**src/rtl/debouncer_pkg.sv**
```systemverilog
// ============================================================================
// Module  : debouncer_pkg
// Brief   : Shared widths and 125 MHz board defaults for the debouncer block.
// Revision: 1.0 - initial release
// ============================================================================
`default_nettype none

package debouncer_pkg;

    // Board defaults: 0.5 ms sample tick at 125 MHz, 200 ticks = 100 ms hold.
    localparam int c_default_sample_cnt_max = 62500;
    localparam int c_default_pulse_cnt_max  = 200;

    // Tick counter spans 0..SAMPLE_CNT_MAX-1.
    function automatic int tick_width(input int sample_cnt_max);
        return ($clog2(sample_cnt_max) < 1) ? 1 : $clog2(sample_cnt_max);
    endfunction

    // Saturating counter spans 0..PULSE_CNT_MAX inclusive.
    function automatic int sat_width(input int pulse_cnt_max);
        return ($clog2(pulse_cnt_max + 1) < 1) ? 1 : $clog2(pulse_cnt_max + 1);
    endfunction

endpackage

`default_nettype wire

```
**src/rtl/debouncer_sample_tick_gen.sv**
```systemverilog
// ============================================================================
// Module  : sample_tick_gen
// Brief   : Free-running modulo-SAMPLE_CNT_MAX counter; tick is high on the
//           last count of each period.
// Revision: 1.0 - initial release
// ============================================================================
`default_nettype none

module sample_tick_gen
    import debouncer_pkg::*;
#(
    parameter int SAMPLE_CNT_MAX = c_default_sample_cnt_max
) (
    input  logic clk,
    input  logic rst,
    output logic tick
);

    localparam int                  c_tick_w = tick_width(SAMPLE_CNT_MAX);
    localparam logic [c_tick_w-1:0] c_last   = c_tick_w'(SAMPLE_CNT_MAX - 1);
    localparam logic [c_tick_w-1:0] c_one    = c_tick_w'(1);

    logic [c_tick_w-1:0] r_tick_cnt;

    always_ff @(posedge clk) begin
        if (rst) begin
            r_tick_cnt <= '0;
        end else if (r_tick_cnt == c_last) begin
            r_tick_cnt <= '0;
        end else begin
            r_tick_cnt <= r_tick_cnt + c_one;
        end
    end

    assign tick = (r_tick_cnt == c_last);

endmodule

`default_nettype wire

```
**src/rtl/debouncer.sv**
```systemverilog
// ============================================================================
// Module  : debouncer
// Brief   : Per-bit assert-only debouncer with a shared sample tick.
//           Optional rise_pulse output enabled by DEBOUNCER_RISE_PULSE_EN.
// Revision: 1.0 - initial release
// ============================================================================
`default_nettype none

module debouncer
    import debouncer_pkg::*;
#(
    parameter int WIDTH          = 1,
    parameter int SAMPLE_CNT_MAX = c_default_sample_cnt_max,
    parameter int PULSE_CNT_MAX  = c_default_pulse_cnt_max
) (
    input  logic             clk,
    input  logic             rst,
    input  logic [WIDTH-1:0] glitchy_signal,
`ifdef DEBOUNCER_RISE_PULSE_EN
    output logic [WIDTH-1:0] debounced_signal,
    output logic [WIDTH-1:0] rise_pulse
`else
    output logic [WIDTH-1:0] debounced_signal
`endif
);

    localparam int                 c_sat_w   = sat_width(PULSE_CNT_MAX);
    localparam logic [c_sat_w-1:0] c_sat_max = c_sat_w'(PULSE_CNT_MAX);
    localparam logic [c_sat_w-1:0] c_one     = c_sat_w'(1);

    logic w_tick;

    sample_tick_gen #(
        .SAMPLE_CNT_MAX(SAMPLE_CNT_MAX)
    ) u_sample_tick_gen (
        .clk (clk),
        .rst (rst),
        .tick(w_tick)
    );

    for (genvar i = 0; i < WIDTH; i++) begin : g_bit
        logic [c_sat_w-1:0] r_sat_cnt;

        // A low sample clears immediately, even on a tick cycle; release is not debounced.
        always_ff @(posedge clk) begin
            if (rst) begin
                r_sat_cnt <= '0;
            end else if (!glitchy_signal[i]) begin
                r_sat_cnt <= '0;
            end else if (w_tick && (r_sat_cnt < c_sat_max)) begin
                r_sat_cnt <= r_sat_cnt + c_one;
            end
        end

        assign debounced_signal[i] = (r_sat_cnt == c_sat_max);
    end

`ifdef DEBOUNCER_RISE_PULSE_EN
    logic [WIDTH-1:0] r_deb_q;

    always_ff @(posedge clk) begin
        if (rst) begin
            r_deb_q <= '0;
        end else begin
            r_deb_q <= debounced_signal;
        end
    end

    assign rise_pulse = debounced_signal & ~r_deb_q;
`endif

endmodule

`default_nettype wire

```
**config.mk**
```make
export PLATFORM = sky130hd
export DESIGN_NAME = debouncer
export DESIGN_NICKNAME = d
export VERILOG_FILES = /design/src/rtl/debouncer_pkg.sv /design/src/rtl/debouncer_sample_tick_gen.sv /design/src/rtl/debouncer.sv
export SDC_FILE = /design/constraint.sdc
export NUM_CORES = 1
export LEC_CHECK = 0
export CORE_ASPECT_RATIO = 1.4
export CORE_MARGIN = 5
export CORE_UTILIZATION = 45
export DETAILED_ROUTE_END_ITERATION = 10
export HOLD_SLACK_MARGIN = 0.08
export PLACE_DENSITY = 0.61
export SYNTH_ARGS = -nofsm -noshare
export SYNTH_HDL_FRONTEND = slang
export SYNTH_SLANG_ARGS = --single-unit
```
**constraint.sdc**
```tcl
create_clock -name clk -period 3.99 [get_ports clk]
set_input_delay 0.399 -clock clk [delete_from_list [all_inputs] [get_ports clk]]
set_output_delay 0.399 -clock clk [all_outputs]
set_load 0.01 [all_outputs]
```
; ---- Word-level counts from Yosys, hierarchy flattened
; Index checks and enable logic that the tools add are counted.
[totals]
output_inout_bits = 1
reg_bits = 24
input_bits = 3
[op_classes]
magnitude_cmp = 1
n_addsub = 2
bitwise = 1
reduce_logical = 3
n_eq_ne = 2
[ops]
columns = operator, count
row1 = $add A16 B1 Y16 const B, 1
row2 = $eq A16 B16 Y1 const B, 1
row3 = $add A8 B1 Y8 const B, 1
row4 = $eq A8 B8 Y1 const B, 1
row5 = $lt A8 B8 Y1 const B, 1
row6 = $reduce_or A2 Y1, 2
row7 = $logic_and A1 B1 Y1, 1
row8 = $not A1 Y1, 1

; ---- Logic depth before layout (Yosys ltp)
; Gate-level depths: netlist of run 1.
[depth]
word_depth = 2
mapped_depth = 7
ltp_nobuf = 5

; ---- Hierarchy
; A second synthesis of run 1 with hierarchy kept.
[unflattened]
hier_cells = 132
hier_area_um2 = 1187.4
[by_module_without_submodules]
columns = mod, instances, seq_area_each_um2, cells_each, area_per_inst_um2
row1 = sample_tick_gen, 1, 320.3, 81, 735.7
row2 = debouncer, 1, 160.2, 51, 451.7

; ---- Least setup slack after synthesis of run 1
; No wires, ideal clock.
[synth_path]
kind = reg2reg
from = register u_sample_tick_gen.r_tick_cnt[0]
to = register g_bit[0].r_sat_cnt[3]
synth_period_minus_slack_ps = 1690
stages_incl_launch_ff = 6
slack_ps = 2300
arrival_time_ps = 1620
cell_sequence = dfxtp_1 -> ha_1 -> and4bb_2 -> nand4_4 -> or4_1 -> a21oi_1
[synth_between]
elab_chain_cells = 2
[synth_lines]
columns = item, line_no
row1 = start: declaration, debouncer_sample_tick_gen.sv:23  ; logic [c_tick_w-1:0] r_tick_cnt;
row2 = start signal: assignment, debouncer_sample_tick_gen.sv:31  ; r_tick_cnt <= r_tick_cnt + c_one;
row3 = $eq A16 B16 Y1, debouncer_sample_tick_gen.sv:35  ; assign tick = (r_tick_cnt == c_last);
row4 = $logic_and A1 B1 Y1, debouncer.sv:50  ; end else if (w_tick && (r_sat_cnt < c_sat_max)) begin
row5 = end signal: assignment, debouncer.sv:51  ; r_sat_cnt <= r_sat_cnt + c_one;
row6 = end: declaration, debouncer.sv:42  ; logic [c_sat_w-1:0] r_sat_cnt;
; No other way between the ends.
; A chain may end at the register's enable or synchronous reset.

; ---- Worst setup path after layout of run 1
[layout_path]
from = register g_bit[0].r_sat_cnt[0]
to = output port debounced_signal
[layout_between]
elab_chain_cells = 1
[layout_lines]
columns = item, line_no
row1 = $eq A8 B8 Y1, debouncer.sv:55  ; assign debounced_signal[i] = (r_sat_cnt == c_sat_max);
row2 = end: declaration, debouncer.sv:23  ; output logic [WIDTH-1:0] debounced_signal
; No other way between the ends.

==> results by group, run 1 <==
Worst setup path
  – CP max FO: 6
  – Critical path required time: 3.59 ns
  – Critical path class: register to output pin
  – R2r setup slk: 2.14 ns
  – CP Data Arrival Time: 1.71 ns
  – CP Capture Type: output pin
  – CP Launch Type: register
  – WP buf/inv: 2
  – Slowest CP cell: clkdlybuf4s50_1
  – CP peak stage delay: 0.57 ns
  – Crit-path cells: inv_1 > ha_1 > nand3b_1 > nor4_1 > clkdlybuf4s50_1
  – Delay-heaviest family, CP: buffers and inverters

Timing
  – Final clock period utilization by the worst path: 0.5290
  – Fin worst setup slack: 1.879 ns
  – Final hold vios: 0
  – RSZ-0062 raised after global routing: no
  – Hold WS: 0.4861 ns
  – TNS Setup: 0 ns
  – Worst clock skew: 0.007640 ns
  – Fmax: 473.7 MHz
  – Max_slew headroom: 0.6357
  – Worst slew pin tran: 0.5444 ns
  – Max-slew violations: 0
  – Fin crit period: 2.111 ns
  – Endpoints failing setup: 0

Finish
  – Layout filler cell count: 270
  – Net count, final: 147
  – Area of the multi-input gates: 665.6 um2
  – Commonest non-fill, non-tap cell in the layout: dfxtp_1
  – Final Instance Area: 0.001270 mm2
  – FF+latch area: 480.5 um2
  – Layout area overhead: 6.394%
  – Antenna fix cells: 0
  – Final core utilization: 0.4908
  – Most frequent cells in the layout: dfxtp_1, nor2_1, xnor2_1
  – Fraction of layout cells with a size suffix above 1: 0.06475

Floorplan
  – Cell Rows: 22
  – Die Y: 70.94 um
  – Starting Density: 0.4613
  – Die X: 53.53 um
  – Ports: 4
  – Core ar.: 0.002587 mm2
  – Die ar.: 0.003797 mm2

GRT
  – Largest net degree at the start of global routing: 17
  – GRT Residual Overflow: 0
  – First-pass GRT wire length: 3795 um
  – Initial antenna violation count: 0
  – Vias in the first global route: 954
  – GRT Util Overall: 0.1305

Pwr
  – PwrDens: 282.4 mW/mm2
  – Leakage power: 0.3627 nW
  – Worst IR Drop VDD: 0.2184 mV

Logic synthesis
  – Largest area contributor in the netlist: dfxtp_1
  – Cells after Synth: 137
  – Post-synth cell types: 30
  – Share of the synthesized area in the top cell type: 0.4025
  – Post-synthesis mux area share: 0
  – Combinational family with the most area after synthesis: simple AND/OR/NAND/NOR gates
  – Seq/Total Area, Yosys: 0.4025
  – Syn avg cell area: 8.713 um2
  – Synth Area in XOR/XNOR: 0.09539
  – Post-Synth Simple-Gate Area: 0.3480
  – Synth area leaders: dfxtp_1, xnor2_1, nor2_1, nand3_1, a21oi_1
  – Synth Area in Compound Gates: 0.08281
  – Post-Syn Nets: 143
  – Synth Register Bits: 24
  – Adder-cell share of the synthesized area: 0.03145
  – Synthesis Warnings: 0
  – Synth Cell Area: 0.001194 mm2

Place
  – IO buf count: 3
  – Dpl cell area: 0.001247 mm2
  – Place WS: 2.110 ns
  – HPWL after detailed placement: 1651 um
  – GP Congestion: 0.7986

Flow run
  – Max cap viols: 0

Clock tree
  – CTS root buf: clkbuf_4
  – Hold buffer count at cts: 0
  – CTS H-tree depth: 1
  – Post-CTS setup buffer count: 0
  – Clk sink count: 24
  – Num CTS Buffers: 3
  – Skew-Pair Late Insertion Delay: 0.31 ns
  – Max clock buf depth: 2
  – Clock transition at path regs: 0.11 ns
  – CTS tree: built
  – Post-cts resize count: 0

Drt
  – DRC viols: 0
  – TritonRoute pass-1 iters: 4
  – Vias post-DR: 963
  – Vias/cell: 5.503
  – 1st-iter DRT viols: 17
  – Routed len/inst: 12.41 um
  – Final ANT Viol Nets: 0
  – Drt total wl: 2172 um

Min path
  – Hold WC Path Type: register to register

Outcome
  – Status: complete, no violations
power by group:
group / internal, mW / switching [mW] / total, mW
combinational: 0.00482 / 0.00642 / 0.0112
clock: 0.0353 / 0.0667 / 0.102
sequential: 0.242 / 0.00329 / 0.245
layout make-up:
| cell class | count | area share |
|---|---|---|
| clock buffers | 3 | 0.01773 |
| inverters | 7 | 0.02069 |
| well taps | 36 | 0.03547 |
| repair buffers | 3 | 0.02365 |
| flip-flops and latches | 24 | 0.3783 |
| multi-input cells | 102 | 0.5241 |
per-stage QoR:
stage / cells / total power [mW]
final: 175 / 0.3586
after global routing: 175 / 0.3753
after CTS: 175 / 0.3665
after detailed placement: 172 / 0.2624
after global placement: 172 / 0.2619
after floorplan: 137 / 0.2588
synthesized netlist by cell type:
library cell and n:
or4_1 3, nand3_1 10, clkbuf_2 1, nand2b_1 2, or2_2 1, buf_4 1, ha_1 3, nor4_1 5
xor2_1 2, nor3_4 1, buf_2 1, a21oi_1 9, buf_1 1, nor4b_4 1, nand2_1 6, nor3_1 4
nand3b_1 1, nand4_1 5, a31o_2 1, dfxtp_1 24, nand4_4 1, or3_1 2, o21ai_0 3, o31ai_1 4
and4bb_2 1, xnor2_1 11, nor2_1 20, and3_1 1, and4_1 5, inv_1 7
state kept, by name, indices dropped and copies added, names as in the netlist:
| signal | flops |
|---|---|
| g_bit.r_sat_cnt | 8 |
| u_sample_tick_gen.r_tick_cnt | 16 |
layer usage:
metal | up-vias | routed length [um] | track usage | part of all wire
met4 | 0 | 35 | 0.07102 | 0.016
met1 | 450 | 890 | 0.1359 | 0.41
li1 | 496 | - | - | -
met5 | - | 0 | 0 | 0
met3 | 4 | 56 | 0.01895 | 0.026
met2 | 13 | 1190 | 0.2374 | 0.55
worst paths after layout:
kind                                                                  from                                          to  cells past startpoint
worst max register to register  u_sample_tick_gen.r_tick_cnt[0]$_SDFF_PP0_          g_bit[0].r_sat_cnt[5]$_SDFFE_PP0P_                      5
worst min register to register  u_sample_tick_gen.r_tick_cnt[0]$_SDFF_PP0_  u_sample_tick_gen.r_tick_cnt[0]$_SDFF_PP0_                      1
worst max-delay path                    g_bit[0].r_sat_cnt[0]$_SDFFE_PP0P_                            debounced_signal                      5
worst min-delay path            u_sample_tick_gen.r_tick_cnt[0]$_SDFF_PP0_  u_sample_tick_gen.r_tick_cnt[0]$_SDFF_PP0_                      1
cell families after synthesis:
family,after synthesis
AO/OA/AOI/OAI,17
XOR/XNOR,13
adder cells (fa/ha/maj),3
buffers and inverters,11
flip-flops,24
AND/OR/NAND/NOR,69
worst reg2reg max path: stages (launching register included):
cell	delay, ns
dfxtp_1	0.41
ha_1	0.27
and4bb_2	0.31
nand4_4	0.14
or4_1	0.53
a21oi_1	0.14
Power figures use the tool's default switching activity.
==> run 2: changes to the inputs <==
==> constraint.sdc (replaced) <==
create_clock -name clk -period 2.1 [get_ports clk]
set_input_delay 0.21 -clock clk [delete_from_list [all_inputs] [get_ports clk]]
set_output_delay 0.21 -clock clk [all_outputs]
set_load 0.01 [all_outputs]
==> results by group, run 2 (synthesis gave the netlist of run 1 again) <==
Min path
  – Hold WC Path Type: register to register

Finish
  – Net count, final: 148 (+0.68%)
  – Final Instance Area: 0.001284 mm2 (+1.1%)
  – Biggest regs: u_sample_tick_gen.r_tick_cnt: 16 flops, g_bit.r_sat_cnt: 8 flops
  – Most frequent cells in the layout: dfxtp_1, nor2_1, xnor2_1
  – Layout filler cell count: 273 (+1.1%)
  – Max reg flops: 16 (unchanged)
  – Fraction of layout cells with a size suffix above 1: 0.07857 (+0.01382)
  – Final core utilization: 0.4961 (+0.005320)
  – Commonest non-fill, non-tap cell in the layout: dfxtp_1
  – Layout area overhead: 7.547%
  – Antenna fix cells: 0 (unchanged)
  – Reg with most FFs: u_sample_tick_gen.r_tick_cnt

Drt
  – M1 WL: 915 um (+2.8%)
  – Vias post-DR: 974 (+1.1%)
  – Routed wl met2: 1287 um (+8.2%)
  – DR top layer: met4
  – 1st-iter DRT viols: 18 (+1)
  – Vias/cell: 5.534 (+0.57%)
  – DRC viols: 0 (unchanged)
  – Met3 WL: 30 um (-46%)
  – TritonRoute pass-1 iters: 4 (unchanged)
  – Routed len/inst: 12.78 um (+3.0%)
  – Drt total wl: 2250 um (+3.6%)
  – Final ANT Viol Nets: 0 (unchanged)

Timing
  – Worst clock skew: 0.001111 ns (-0.006529 ns)
  – Fin worst setup slack: 0.1303 ns (-1.749 ns)
  – Final hold vios: 0 (unchanged)
  – Max_slew headroom: 0.6514 (+0.01565)
  – Endpoints failing setup: 0 (unchanged)
  – Max-slew violations: 0 (unchanged)
  – TNS Setup: 0 ns (unchanged)
  – RSZ-0062 raised after global routing: no
  – Hold WS: 0.4833 ns (-0.002732 ns)
  – Fmax: 507.7 MHz
  – Final clock period utilization by the worst path: 0.9380
  – Fin crit period: 1.970 ns
  – Worst slew pin tran: 0.5210 ns (-0.02339 ns)

Worst setup path
  – Slowest CP cell: clkdlybuf4s50_1
  – Crit-path cells: inv_1 > ha_1 > nand3b_1 > nor4_2 > clkdlybuf4s50_1
  – CP Launch Type: register
  – CP Capture Type: output pin
  – Critical path class: register to output pin
  – CP Data Arrival Time: 1.76 ns (+0.05 ns)
  – CP peak stage delay: 0.58 ns (about the same)
  – Critical path required time: 1.89 ns (-1.70 ns)
  – CP max FO: 6 (unchanged)

Floorplan
  – Ports: 4 (unchanged)
  – Core ar.: 0.002587 mm2 (unchanged)
  – Die Y: 70.94 um (unchanged)
  – Die X: 53.53 um (unchanged)
  – Cell Rows: 22 (unchanged)
  – Die ar.: 0.003797 mm2 (unchanged)
  – Starting Density: 0.4613 (unchanged)

GRT
  – First-pass GRT wire length: 3870 um (+2.0%)
  – GRT Util Overall: 0.1316 (+0.001145)
  – Vias in the first global route: 924 (-3.1%)
  – Initial antenna violation count: 0 (unchanged)
  – GRT Residual Overflow: 0 (unchanged)
  – Largest net degree at the start of global routing: 17 (unchanged)

Flow run
  – Max cap viols: 0 (unchanged)

Place
  – HPWL after detailed placement: 1719 um (+4.1%)
  – GP Congestion: 0.7729 (-3.2%)
  – Place WS: 0.2795 ns (-1.831 ns)
  – Dpl cell area: 0.001255 mm2 (+0.60%)
  – IO buf count: 3 (unchanged)

Outcome
  – Status: complete, no violations

Clock tree
  – Num CTS Buffers: 3 (unchanged)
  – Skew-Pair Late Insertion Delay: 0.30 ns (about the same)
  – CTS H-tree depth: 1 (unchanged)
  – Clock transition at path regs: 0.12 ns (about the same)
  – CTS root buf: clkbuf_4
  – Max clock buf depth: 2 (unchanged)
  – CTS tree: built
  – Clk sink count: 24 (unchanged)

Pwr
  – Worst IR Drop VDD: 0.3781 mV (+73%)
  – Leakage power: 0.3676 nW (+1.4%)
  – PwrDens: 531.9 mW/mm2 (+88%)
[run 2: cell count changes in the layout (fill, tap and decap cells not counted)]
cell and delta:
buf_4 +1, nor4_2 +1, nor4_1 -1
[run 2: worst max-delay path, delay by kind of cell (launching register included)]
| family | cells | cell delay [ns] |
|---|---|---|
| adder cells (fa/ha/maj) | 1 | 0.15 |
| buffers and inverters | 2 | 0.68 |
| flip-flops | 1 | 0.38 |
| AND/OR/NAND/NOR | 2 | 0.25 |
[run 2: metrics by stage]
stage | std cells | total power, mW
after global routing | 176 | 0.7162
after detailed placement | 173 | 0.5002
after floorplan | 137 | 0.4917
after CTS | 176 | 0.6933
after global placement | 173 | 0.4987
final | 176 | 0.6828
[run 2: repair_timing]
action / in CTS / in global routing
hold endpoints to repair: 0 / 0
hold buffers: 0 / 0
setup endpoints to repair: 0 / 1
gates resized for setup: 0 / 1
setup buffers: 0 / 0
[run 2: report_power, final]
group	switching [mW]	internal (mW)	total (mW)
sequential	0.00608	0.460	0.466
combinational	0.0125	0.0105	0.0229
clock	0.127	0.0669	0.194
total	0.145	0.537	0.683
[run 2: layout make-up]
| class | instances | area [um2] | area share |
|---|---|---|---|
| Tap cell | 36 | 45.04 | 0.03509 |
| Multi-Input combinational cell | 102 | 671.9 | 0.5234 |
| Timing Repair Buffer | 4 | 37.54 | 0.02924 |
| Clock buffer | 3 | 22.52 | 0.01754 |
| Inverter | 7 | 26.28 | 0.02047 |
| Sequential cell | 24 | 480.5 | 0.3743 |
[run 2: worst paths after layout]
check | slack [ns] | startpoint | end | cells after the start
min reg2reg | 0.48 | g_bit[0].r_sat_cnt[7]$_SDFFE_PP0P_ | g_bit[0].r_sat_cnt[7]$_SDFFE_PP0P_ | 2
max | 0.13 | g_bit[0].r_sat_cnt[0]$_SDFFE_PP0P_ | debounced_signal | 5
max reg2reg | 0.25 | u_sample_tick_gen.r_tick_cnt[0]$_SDFF_PP0_ | g_bit[0].r_sat_cnt[5]$_SDFFE_PP0P_ | 5
min | 0.48 | g_bit[0].r_sat_cnt[7]$_SDFFE_PP0P_ | g_bit[0].r_sat_cnt[7]$_SDFFE_PP0P_ | 2
[run 2: metal layers]
metal	global-route usage	up-vias
met2	0.2497	10
met4	0.04261	0
met1	0.1369	466
li1	-	496
met3	0.02526	2
met5	0	-
==> variant (config.mk and constraints of run 2) <==
The option `DEBOUNCER_RISE_PULSE_EN` is turned on by a define.
--- a/src/rtl/debouncer.sv
+++ b/src/rtl/debouncer.sv
@@ -5,6 +5,8 @@
 // Revision: 1.0 - initial release
 // ============================================================================
 `default_nettype none
+
+`define DEBOUNCER_RISE_PULSE_EN
 
 module debouncer
     import debouncer_pkg::*;
Behaviour (old outputs only; new: rise_pulse): unchanged (Yosys induction, for registers that start in step).
==> variant against run 2 <==
- routed wire length is 3.4% lower
- count of clock-buffer cells in the layout increased by 1
- largest cell class unchanged
- worst setup slack better by 0.0086 ns
- critical endpoint is now rise_pulse
- largest power group unchanged
- area after synthesis grew 0.21%
- sequential cell count is 1 higher
- sequential power is 4% higher
- via count is 1.0% higher
- power increased by 5.4%
- design area is 1.3% higher
- register-to-register slack barely moved
- clock power grew 8%
==> variant: results <==
[synth]
synth-seq-cells = 25
synth_top_cells_by_area = dfxtp_1, xnor2_1, nor2_1
yosysSeqAreaShare_pct = 41.8
synth_common_cells = dfxtp_1, nor2_1, xnor2_1, nand3_1, a21oi_1
netlist-cell-type-count = 29

[run_status]
outcome = completed

[cells_and_area]
n_antenna_cell = 0
seq-cell-share_pct = 38.6
fillers = 275
clock_area_share_pct = 2.02
drive_above_1_share_pct = 7.48
multi_input_area_um2 = 641
nonClockBufferCount = 7
num-multi-input-gates = 104
reg_top3 = u_sample_tick_gen.r_tick_cnt (16), g_bit.r_sat_cnt (8), r_deb_q (1)
n_clock_buffer = 4
stdcell_area_um2 = 1300
non_clock_buffer_area_share_pct = 4.62
fin_nets = 154
inverters_excl_clock = 7

[global_route]
use_met3_pct = 1.89
grt_pass1_vias = 940
use_met1_pct = 14.9
grtUsageTotal_pct = 13.6
globalRouteMet2Util_pct = 23.9

[pwr]
p_leak_nw = 0.411
p_int_uw = 565
peakVddDrop_mv = 0.334

[placement]
port_buffers = 4
post-dp-hpwl_mm = 1.63
gp_congestion = 0.790

[sta]
fin_hold_ws_ns = 0.472
slew_violations = 0
fin_skew_ns = 0.00209
relSlewSlack_pct = 64.7

[routing]
routed-wl-met2_mm = 1.14
routedWlPerCell_um = 11.9
viasPerCell = 5.38
wl_met1_um = 921
drtIter0Drc = 25
wl_met3_um = 63

[worst_setup_path]
critPathArrivalTime_ns = 1.75
cpLargestDelayFamily = simple AND/OR/NAND/NOR gates
r2r_end = g_bit[0].r_sat_cnt[5]
max_stage_delay_ns = 0.43
endpoint = rise_pulse
cp_slowest_cell = or4_4

[min_path]
hp-class = in2reg
min-delay-start = rst
whs_endpoint = r_deb_q

[cts]
cts-resized-gates = 3
htree_num_levels = 1
==> variant: through the flow <==
step / util [%] / std cells / total power, mW / setup slack, ns
final: 50.2 / 183 / 0.720 / 0.139
after global routing: 50.2 / 183 / 0.754 / 0.0306
after CTS: 50.1 / 183 / 0.733 / 0.0867
after detailed placement: 49.1 / 179 / 0.521 / 0.162
after global placement: 49.1 / 179 / 0.520 / 0.200
after floorplan: - / 142 / 0.510 / 0.357
==> variant: power groups by stage <==
stage                     Combinational [mW]  Sequential, mW  Clock, mW
after floorplan                       0.0157           0.494          0
after global placement                0.0240           0.496          0
after detailed placement              0.0252           0.496          0
after CTS                             0.0252           0.485      0.223
after global routing                  0.0273           0.487      0.240
final                                 0.0243           0.485      0.210
==> variant: cell families (layout without fill, tap and decap cells) <==
family	Yosys count	in the layout	share of synthesized area (%)
xor gates and xnor gates	14	14	10.3
buffers and inverters	13	18	4.92
and+or+nand+nor	72	72	32.6
AOI/OAI and AO/OA	15	15	7.22
adders and majority gates	3	3	3.14
DFF	25	25	41.8
